$ cat config.mk
export PLATFORM = sky130hd
export DESIGN_NAME = pipe_ctrl
export DESIGN_NICKNAME = d
export VERILOG_FILES = /design/src/rtl/pipe_ctrl_pkg.sv /design/src/rtl/pipe_ctrl_stall_perf_cnt.sv /design/src/rtl/pipe_ctrl.sv
export SDC_FILE = /design/constraint.sdc
export NUM_CORES = 1
export LEC_CHECK = 0
export ABC_AREA = 1
export BUFFER_PORTS_ARGS = -buffer_cell sky130_fd_sc_hd__buf_2
export CAP_MARGIN = 20
export CORE_MARGIN = 4
export CORE_UTILIZATION = 50
export CTS_BUF_LIST = sky130_fd_sc_hd__clkbuf_8
export CTS_CLUSTER_DIAMETER = 40
export CTS_CLUSTER_SIZE = 24
export DETAILED_ROUTE_END_ITERATION = 7
export PLACE_DENSITY = 0.79
export SLEW_MARGIN = 10
export SYNTH_ARGS = -nofsm -noshare
export SYNTH_HDL_FRONTEND = slang
export SYNTH_SLANG_ARGS = --single-unit
$ cat constraint.sdc
create_clock -name clk -period 2.1 [get_ports clk]
set_input_delay 0.315 -clock clk [delete_from_list [all_inputs] [get_ports clk]]
set_output_delay 0.315 -clock clk [all_outputs]
set_load 0.01 [all_outputs]
$ cat src/rtl/pipe_ctrl_pkg.sv
// Shared definitions for the pipeline controller.
//   stall_bus_t  : per-register hold vector, bit0 PC .. bit4 MEM/WB, bit5 reserved.
//   STALL_*      : canonical stall patterns, one per requesting stage.
//   ctrl_state_e : controller state encoding (2-bit).
package pipe_ctrl_pkg;

  typedef logic [5:0] stall_bus_t;

  localparam stall_bus_t STALL_NONE     = 6'b000000;
  localparam stall_bus_t STALL_FROM_ID  = 6'b000111;
  localparam stall_bus_t STALL_FROM_EX  = 6'b001111;
  localparam stall_bus_t STALL_FROM_MEM = 6'b011111;

  typedef enum logic [1:0] {
    CTRL_RUN     = 2'd0,
    CTRL_EX_WAIT = 2'd1,
    CTRL_FLUSH   = 2'd2
  } ctrl_state_e;

endpackage

$ cat src/rtl/pipe_ctrl_stall_perf_cnt.sv
// Saturating event counter used for stall-cycle accounting.
//   clk, rst : clock, synchronous active-high reset (clears count)
//   clr_i    : synchronous clear, wins over inc_i
//   inc_i    : count this cycle
//   cnt_o    : current count, sticks at all-ones
module stall_perf_cnt #(
  parameter int PERF_W = 32
) (
  input  logic              clk,
  input  logic              rst,
  input  logic              clr_i,
  input  logic              inc_i,
  output logic [PERF_W-1:0] cnt_o
);

  logic [PERF_W-1:0] cnt_q;
  logic [PERF_W-1:0] cnt_d;

  function automatic logic [PERF_W-1:0] sat_inc(input logic [PERF_W-1:0] v);
    return (&v) ? v : v + PERF_W'(1);
  endfunction

  always_comb begin
    cnt_d = cnt_q;
    if (clr_i) begin
      cnt_d = '0;
    end else if (inc_i) begin
      cnt_d = sat_inc(cnt_q);
    end
  end

  always_ff @(posedge clk) begin
    if (rst) begin
      cnt_q <= '0;
    end else begin
      cnt_q <= cnt_d;
    end
  end

  assign cnt_o = cnt_q;

endmodule

$ cat src/rtl/pipe_ctrl.sv
// Central pipeline controller for the 5-stage core.
// Merges ID/EX/MEM stall requests into one hold vector, sequences
// multi-cycle EX operations, issues a one-cycle flush with redirect PC
// and counts stalled cycles.
//   clk, rst        : clock, synchronous active-high reset
//   stallreq_id_i   : ID load-use hazard (level)
//   ex_start_i      : EX starts an op this cycle, length on ex_len_i
//   mem_busy_i      : MEM waiting on memory (level)
//   flush_req_i     : redirect request, target on flush_pc_i
//   stall_o         : per-register hold vector (combinational)
//   flush_o         : clear all pipeline registers this cycle
//   new_pc_o        : redirect target, valid with flush_o
//   ex_busy_o       : multi-cycle op in progress
//   ex_done_o       : multi-cycle op completes this cycle
//   ex_abort_o      : multi-cycle op was killed by the current flush
//   ex_err_o        : sticky, ex_start_i seen while busy
//   stall_cycles_o  : saturating count of cycles with stall_o[0]=1
module pipe_ctrl
  import pipe_ctrl_pkg::*;
#(
  parameter int LEN_W  = 6,
  parameter int ADDR_W = 32,
  parameter int PERF_W = 32
) (
  input  logic              clk,
  input  logic              rst,
  input  logic              stallreq_id_i,
  input  logic              ex_start_i,
  input  logic [LEN_W-1:0]  ex_len_i,
  input  logic              mem_busy_i,
  input  logic              flush_req_i,
  input  logic [ADDR_W-1:0] flush_pc_i,
  output logic [5:0]        stall_o,
  output logic              flush_o,
  output logic [ADDR_W-1:0] new_pc_o,
  output logic              ex_busy_o,
  output logic              ex_done_o,
  output logic              ex_abort_o,
  output logic              ex_err_o,
  output logic [PERF_W-1:0] stall_cycles_o
);

  ctrl_state_e       state_q, state_d;
  logic [LEN_W-1:0]  cnt_q, cnt_d;
  logic [ADDR_W-1:0] new_pc_q, new_pc_d;
  logic              abort_q, abort_d;
  logic              err_q, err_d;

  logic              ex_start_long;
  logic              ex_stall;
  logic              ex_last;
  stall_bus_t        stall_vec;

  // Stall vector and completion detect: purely a function of the current
  // state and inputs, so a pending flush request does not alter them.
  always_comb begin
    ex_start_long = ex_start_i && (ex_len_i >= LEN_W'(2));
    ex_last       = (state_q == CTRL_EX_WAIT) && (cnt_q == LEN_W'(1));
    ex_stall      = ((state_q == CTRL_RUN) && ex_start_long) ||
                    ((state_q == CTRL_EX_WAIT) && (cnt_q >= LEN_W'(2)));

    stall_vec = STALL_NONE;
    if (state_q == CTRL_FLUSH) begin
      stall_vec = STALL_NONE;
    end else if (mem_busy_i) begin
      stall_vec = STALL_FROM_MEM;
    end else if (ex_stall) begin
      stall_vec = STALL_FROM_EX;
    end else if (stallreq_id_i) begin
      stall_vec = STALL_FROM_ID;
    end
  end

  // Next-state logic. A flush request overrides every transition computed
  // above it, including any ex_start_i in the same cycle.
  always_comb begin
    state_d  = state_q;
    cnt_d    = cnt_q;
    new_pc_d = new_pc_q;
    abort_d  = 1'b0;
    err_d    = err_q;

    unique case (state_q)
      CTRL_RUN: begin
        // Lengths 0 and 1 complete inside the normal EX slot.
        if (ex_start_long) begin
          cnt_d   = ex_len_i - LEN_W'(1);
          state_d = CTRL_EX_WAIT;
        end
      end
      CTRL_EX_WAIT: begin
        if (ex_start_i) begin
          err_d = 1'b1;
        end
        // Memory back-pressure freezes the op in place.
        if (!mem_busy_i) begin
          cnt_d = cnt_q - LEN_W'(1);
          if (cnt_q == LEN_W'(1)) begin
            state_d = CTRL_RUN;
          end
        end
      end
      CTRL_FLUSH: begin
        state_d = CTRL_RUN;
      end
      default: begin
        state_d = CTRL_RUN;
      end
    endcase

    if (flush_req_i) begin
      state_d  = CTRL_FLUSH;
      new_pc_d = flush_pc_i;
      cnt_d    = '0;
      abort_d  = (state_q == CTRL_EX_WAIT);
      err_d    = err_q;
    end
  end

  always_ff @(posedge clk) begin
    if (rst) begin
      state_q  <= CTRL_RUN;
      cnt_q    <= '0;
      new_pc_q <= '0;
      abort_q  <= 1'b0;
      err_q    <= 1'b0;
    end else begin
      state_q  <= state_d;
      cnt_q    <= cnt_d;
      new_pc_q <= new_pc_d;
      abort_q  <= abort_d;
      err_q    <= err_d;
    end
  end

  stall_perf_cnt #(
    .PERF_W (PERF_W)
  ) u_stall_perf_cnt (
    .clk   (clk),
    .rst   (rst),
    .clr_i (1'b0),
    .inc_i (stall_vec[0]),
    .cnt_o (stall_cycles_o)
  );

  assign stall_o    = stall_vec;
  assign flush_o    = (state_q == CTRL_FLUSH);
  assign new_pc_o   = new_pc_q;
  assign ex_busy_o  = (state_q == CTRL_EX_WAIT);
  assign ex_done_o  = ex_last && !mem_busy_i;
  assign ex_abort_o = abort_q;
  assign ex_err_o   = err_q;

endmodule

# == Word level (Yosys, flattened, before mapping) ==
# Cells that the tools add are included.
# word_totals
in_bits,44
register_bits,74
wordCells,52
out_inout_bits,75
# classes
mux,12
bitwise_logic,2
n_reduce_logical,17
magnitude_cmp,2
n_eq_ne,9
n_addsub,3
# ops
op,count
$add A32 B1 Y32 const B,1
$reduce_and A32 Y1,1
$ge A6 B2 Y1 const B,2
$mux W6,2
$pmux W6 S2,1
$reduce_and A3 Y1,4
$sub A6 B1 Y6 const B,2
$mux W5,2
$mux W2,4
$eq A6 B1 Y1 const B,1
$ne A3 B3 Y1 const B,2
$logic_and A1 B1 Y1,5
$mux W4,1
$ne A2 B2 Y1 const B,2
$pmux W2 S2,1
$reduce_or A2 Y1,2
$mux W3,1
$ne A3 B2 Y1 const B,1
$eq A2 B1 Y1 const B,1
$eq A2 B2 Y1 const B,1
$logic_not A2 Y1,1
$ne A2 B1 Y1 const B,1
$not A1 Y1,2
$reduce_and A2 Y1,1
3 further kinds,3

# == Longest topological paths before layout ==
# depth
ltp_word,8
ltp_mapped,11
depth_no_buf,11

# == Modules after synthesis ==
# A second synthesis with hierarchy kept.
# unflattened
hier_cells,515
area_unflattened_um2,3748.6
# modules_own_cells
mod,instances,cells_per_inst,area_per_inst_um2,seq_area_each_um2
stall_perf_cnt,1,321,1960.6,640.6
pipe_ctrl,1,194,1788.0,840.8

# == Worst setup path after synthesis ==
# No wires, ideal clock.
# synth_timing
path_kind,flip-flop to flip-flop
start,"reg u_stall_perf_cnt.cnt_q[1], in the netlist u_stall_perf_cnt.cnt_o[1]"
end,"reg u_stall_perf_cnt.cnt_q[20], in the netlist u_stall_perf_cnt.cnt_o[20]"
required_ns,1.967
arrival_time_ns,1.677
path_slack_ns,0.290
synth_period_minus_slack_ns,1.810
path_stages_with_launch,11
setup_time_ns,0.133
cell_sequence,dfxtp_1 ha_1 buf_2 nand2_2 nor2_4 nand3_1 nor2_1 nand3_2 buf_2 nand3_1 a21oi_2
# synth_between
elab_chain_cells,3
word_cells_on_any_way,4
cone_classes,add/sub: 1; bitwise: 1; reduce/logical: 2
# synth_lines
item,line_no,text
"start, declared",pipe_ctrl_stall_perf_cnt.sv:16,logic [PERF_W-1:0] cnt_q;
"start signal, assigned",pipe_ctrl_stall_perf_cnt.sv:36,cnt_q <= cnt_d;
branches (longest 3 deep; another with $add A32 B1 Y32),--,
# Parallel ways; which one is timed is not known.
# A chain may end at the register's enable or synchronous reset.

# == Final worst setup path ==
# layout_timing
start,reg cnt_q[0]
end,out stall_o[2]
# layout_between
elab_chain_cells,6
# layout_lines
item,line_no,text
"start, declared",pipe_ctrl.sv:44,"logic [LEN_W-1:0] cnt_q, cnt_d;"
"start signal, assigned",pipe_ctrl.sv:129,cnt_q <= cnt_d;
$ge A6 B2 Y1,pipe_ctrl.sv:60,((state_q == CTRL_EX_WAIT) && (cnt_q >= LEN_W'(2)));
$logic_and A1 B1 Y1,pipe_ctrl.sv:60,
$logic_or A1 B1 Y1,pipe_ctrl.sv:59,ex_stall = ((state_q == CTRL_RUN) && ex_start_long) ||
$mux W4,pipe_ctrl.sv:67,end else if (ex_stall) begin
$mux W5,pipe_ctrl.sv:65,end else if (mem_busy_i) begin
$mux W5,pipe_ctrl.sv:63,if (state_q == CTRL_FLUSH) begin
"end, declared",pipe_ctrl.sv:33,"output logic [5:0] stall_o,"
# No other way between the ends.

==> run summary <==
Peak clock frequency supported by timing - 0.5020 GHz
Post-Place Worst Slack - 184.6 ps
Highest metal layer used by the detailed router - met4
Lkg Pwr - 2.245 nW
Number of fillers in the final layout - 711
Clk buf depth - 2
Total detailed-routing wirelength - 11130 um
Reg2Reg Depth - 9
Fraction of layout instances using a drive strength above 1 - 26.27%
Post-synthesis adder-cell area fraction - 1.905%
Cell type of the slowest stage on the worst timing path - sky130_fd_sc_hd__dfxtp_2
HPWL after detailed placement - 8182 um
Sequential-to-total area share from yosys stat - 37.60%
Power share of the sequential group - 49.1%
Slew at the pin closest to its max-slew limit - 620.2 ps
Clk pwr share - 38.3%
Unique cell type count in the Yosys netlist - 34
Yosys reg bits - 74
Maximum fanout along the worst path - 7
CTS clock-pin slew for the worst setup and hold paths - 90 ps
Per-cell via count in the routed design - 5.358
Weighted congestion at the end of routability-driven global placement - 0.9661
Worst Hold Margin - 166.5 ps
Final Critical Period - 1992 ps
CP required - 1780 ps
Total power per unit cell area - 615.1 nW/um^2
Number of design rule violations left after detail routing - 0
Number of buffers added by the clock tree synthesis step - 9
Number of standard cells in the layout, taps in and fillers out - 791
Main area contributors after synthesis - sky130_fd_sc_hd__dfxtp_1 (38%), sky130_fd_sc_hd__nand2_1 (16%), sky130_fd_sc_hd__a22o_1 (7.1%), sky130_fd_sc_hd__nor2_1 (6.4%), sky130_fd_sc_hd__a21oi_1 (4.6%)
Int Power - 2.174 mW
Die height - 96.77 um
Mapped cell area - 3940 sq um
H-Tree Level Count - 3
Maximum number of pins on one net before global-route repair - 33
Final clock skew - 15.51 ps
Leading area contributor after synthesis - sky130_fd_sc_hd__dfxtp_1
Simple-gate area share of the yosys netlist - 36.07%
Number of iterations in the first detailed-routing pass - 4
Area after DPL - 4661 sq um
Combinational family with the most area after synthesis - simple AND/OR/NAND/NOR gates
Number of buffer cells added on primary ports - 117
Number of routed nets with antenna violations - 0
Initial core utilization - 51.25%
P_sw - 0.8463 mW
Termination of the worst setup path - stall_o[2]
Number of antenna violations at the first check in global routing - 0
Syn_nets - 609
Crit Path Category - reg2out
Clk Tree Root Cell - sky130_fd_sc_hd__clkbuf_8
All-Layer GR Usage - 23.17%
Die area - 9364 sq um
CTS tree - done
Routed wirelength normalized by instance count - 14.07 um
Detailed router's first-iteration violation count - 226
Via count - 4238
Num ports - 119
Share of total power consumed by net switching - 28.02%
Global-route congestion overflow total - 0
Flop-to-flop setup slack - 210 ps
Area grow syn2layout - 24.64%
Status - complete, no violations
Share of power burned in combinational logic - 12.6%
Number of clock sinks - 74
Endpoints failing setup - 0
Clk_lat worst skew - 350 ps
Met3 wire length - 814 um
Die Wd - 96.77 um
Reg-to-Reg End - u_stall_perf_cnt.cnt_o[27]$_SDFFE_PP0P_
Placeable Area - 7687 sq um
First-pass GRT wire length - 18540 um
Beginning of the worst register-to-register path - cnt_q[0]$_SDFFE_PP0P_
Crit path launch type - register
Max capacitance violation total - 0
Final count of hold timing violations - 0
Final #Nets - 734
Post-route cell area - 4911 sq um
Slew headroom - 58.38%
Synthesis Warnings - 0
Cell count after placement - 771
Via count of the first global-routing pass - 4070
M1 wire length - 4742 um
Arrival time reported for the critical path endpoint - 1680 ps
Post-layout worst setup margin - 107.9 ps
Critical path cell sequence - inv_2 -> ha_1 -> nor2_1 -> nand3_1 -> nand2_1 -> nand3_1 -> nand2_2 -> nand2_4 -> buf_2
Xor and xnor fraction of the mapped netlist area - 2.223%
Share of cell area taken by muxes after synthesis - 0%
Path category of the worst min-delay check - in2reg
Inserted Diodes - 0
Hold_buf cts - 0
Share of the cycle needed by the critical path after routing - 94.86%
Avg Synthesized Cell Area - 7.048 sq um
Number of max-slew violations in the final report - 0
Largest voltage drop on the vdd net - 0.4272 mV
Post-synthesis cell count - 559
Cell repeated most along the worst path - sky130_fd_sc_hd__nand3_1
Delay of the slowest cell on the worst path - 360 ps
Area fraction of the dominant cell type after synthesis - 37.60%
Met2 wire length - 5359 um
Startpoint of the worst setup timing path - cnt_q[0]$_SDFFE_PP0P_
Site Rows - 32
Critical Path Sink Type - output pin
Synthesized-area fraction occupied by ao, oa, aoi and oai cells - 15.02%
[cell families (layout without fill, tap and decap cells)]
family,count (synthesis),after routing
AND/OR/NAND/NOR,316,317
adder cells (fa/ha/maj),6,6
flip-flops,74,74
other,1,1
XOR/XNOR,10,10
AO/OA/AOI/OAI,89,89
buffers and inverters,63,192
[worst max-delay path, delay by kind of cell, from the launching register on]
kind	cells	cell delay, ps
and+or+nand+nor	6	560
DFF	1	360
adders and majority gates	1	190
buffers and inverters	2	210
[repair_timing]
| action | in CTS | in global routing |
|---|---|---|
| pin swaps | 0 | 3 |
| endpoints found under the setup margin | 3 | 13 |
| resized for setup | 2 | 3 |
| setup buffers | 0 | 3 |
| cloned | 0 | 1 |
[Yosys cell counts]
master / n
sky130_fd_sc_hd__a211oi_1: 1
sky130_fd_sc_hd__a21oi_1: 36
sky130_fd_sc_hd__a21oi_2: 5
sky130_fd_sc_hd__a22o_1: 32
sky130_fd_sc_hd__a31oi_1: 1
sky130_fd_sc_hd__buf_1: 1
sky130_fd_sc_hd__buf_2: 4
sky130_fd_sc_hd__buf_4: 4
sky130_fd_sc_hd__buf_6: 3
sky130_fd_sc_hd__clkbuf_1: 14
sky130_fd_sc_hd__conb_1: 1
sky130_fd_sc_hd__dfxtp_1: 74
sky130_fd_sc_hd__ha_1: 6
sky130_fd_sc_hd__inv_1: 35
sky130_fd_sc_hd__inv_2: 2
sky130_fd_sc_hd__nand2_1: 163
sky130_fd_sc_hd__nand2_2: 1
sky130_fd_sc_hd__nand2_4: 2
sky130_fd_sc_hd__nand3_1: 35
sky130_fd_sc_hd__nand3_2: 1
sky130_fd_sc_hd__nand3_4: 1
sky130_fd_sc_hd__nand3b_1: 16
sky130_fd_sc_hd__nand4_1: 20
sky130_fd_sc_hd__nor2_1: 67
sky130_fd_sc_hd__nor2_2: 3
sky130_fd_sc_hd__nor2_4: 4
sky130_fd_sc_hd__nor3_1: 2
sky130_fd_sc_hd__nor3b_1: 1
sky130_fd_sc_hd__o211ai_1: 1
sky130_fd_sc_hd__o21ai_0: 11
sky130_fd_sc_hd__o21ai_1: 1
sky130_fd_sc_hd__o22ai_1: 1
sky130_fd_sc_hd__xnor2_1: 2
sky130_fd_sc_hd__xor2_1: 8
[routing by layer]
layer	GRT usage [%]	vias to the layer above
li1	-	2106
met1	28.78	1977
met2	38.59	137
met3	5.840	18
met4	8.855	0
met5	0	-
[registers in the layout, summed over array words and instances, names as in the netlist]
register                cells
new_pc_o                   32
ex_abort_o                  1
state_q                     2
ex_err_o                    1
u_stall_perf_cnt.cnt_o     32
cnt_q                       6
[metrics by stage]
step	util (%)	setup TNS, ps	power, mW
finish	63.88	0	3.021
global route	63.88	-74.62	3.121
CTS	63.41	0	3.013
detailed placement	60.63	0	1.877
global placement	60.63	0	1.866
floorplan	-	0	1.735
[area by class of cell]
class	count	area [sq um]	area share, %
multi-input cells	423	2205	44.89
flip-flops and latches	74	1483	30.19
repair buffers	139	750.7	15.29
inverters	37	138.9	2.828
well taps	102	127.6	2.599
clock buffers	9	123.9	2.522
clock inverters	7	82.58	1.682
[power groups by stage]
stage | combinational (mW) | sequential [mW] | clock (mW)
floorplan | 0.202 | 1.53 | 0
global placement | 0.353 | 1.51 | 0
detailed placement | 0.364 | 1.51 | 0
CTS | 0.368 | 1.48 | 1.16
global route | 0.422 | 1.49 | 1.21
finish | 0.381 | 1.48 | 1.16
[how the worst min path moves through the flow]
stage                                endpoint  slack (ps)                      start  cells past startpoint
global route        new_pc_o[28]$_SDFFE_PP0P_         160             flush_pc_i[28]                      2
global placement        ex_err_o$_SDFFE_PP0P_         460      ex_err_o$_SDFFE_PP0P_                      2
finish              new_pc_o[29]$_SDFFE_PP0P_         170             flush_pc_i[29]                      2
floorplan            new_pc_o[0]$_SDFFE_PP0P_         440              flush_pc_i[0]                      1
CTS                 new_pc_o[31]$_SDFFE_PP0P_         150             flush_pc_i[31]                      2
detailed placement  new_pc_o[16]$_SDFFE_PP0P_         470  new_pc_o[16]$_SDFFE_PP0P_                      1
[cells in the final DEF, fill, tap and decap left out, types with 4 or more instances in the layout]
| master | synthesis | final |
|---|---|---|
| sky130_fd_sc_hd__o21ai_0 | 11 | 11 |
| sky130_fd_sc_hd__a22o_1 | 32 | 32 |
| sky130_fd_sc_hd__nor2_4 | 4 | 4 |
| sky130_fd_sc_hd__nor2_1 | 67 | 65 |
| sky130_fd_sc_hd__inv_1 | 35 | 34 |
| sky130_fd_sc_hd__nand4_1 | 20 | 20 |
| sky130_fd_sc_hd__nand3_1 | 35 | 35 |
| sky130_fd_sc_hd__buf_2 | 4 | 117 |
| sky130_fd_sc_hd__a21oi_2 | 5 | 5 |
| sky130_fd_sc_hd__clkbuf_8 | 0 | 9 |
| sky130_fd_sc_hd__xor2_1 | 8 | 8 |
| sky130_fd_sc_hd__ha_1 | 6 | 6 |
| sky130_fd_sc_hd__nand3b_1 | 16 | 16 |
| sky130_fd_sc_hd__nor2_2 | 3 | 5 |
| sky130_fd_sc_hd__buf_4 | 4 | 22 |
| sky130_fd_sc_hd__nand2_1 | 163 | 161 |
| sky130_fd_sc_hd__a21oi_1 | 36 | 36 |
| sky130_fd_sc_hd__dfxtp_1 | 74 | 73 |
No activity file was read; power rests on OpenSTA's default activity.
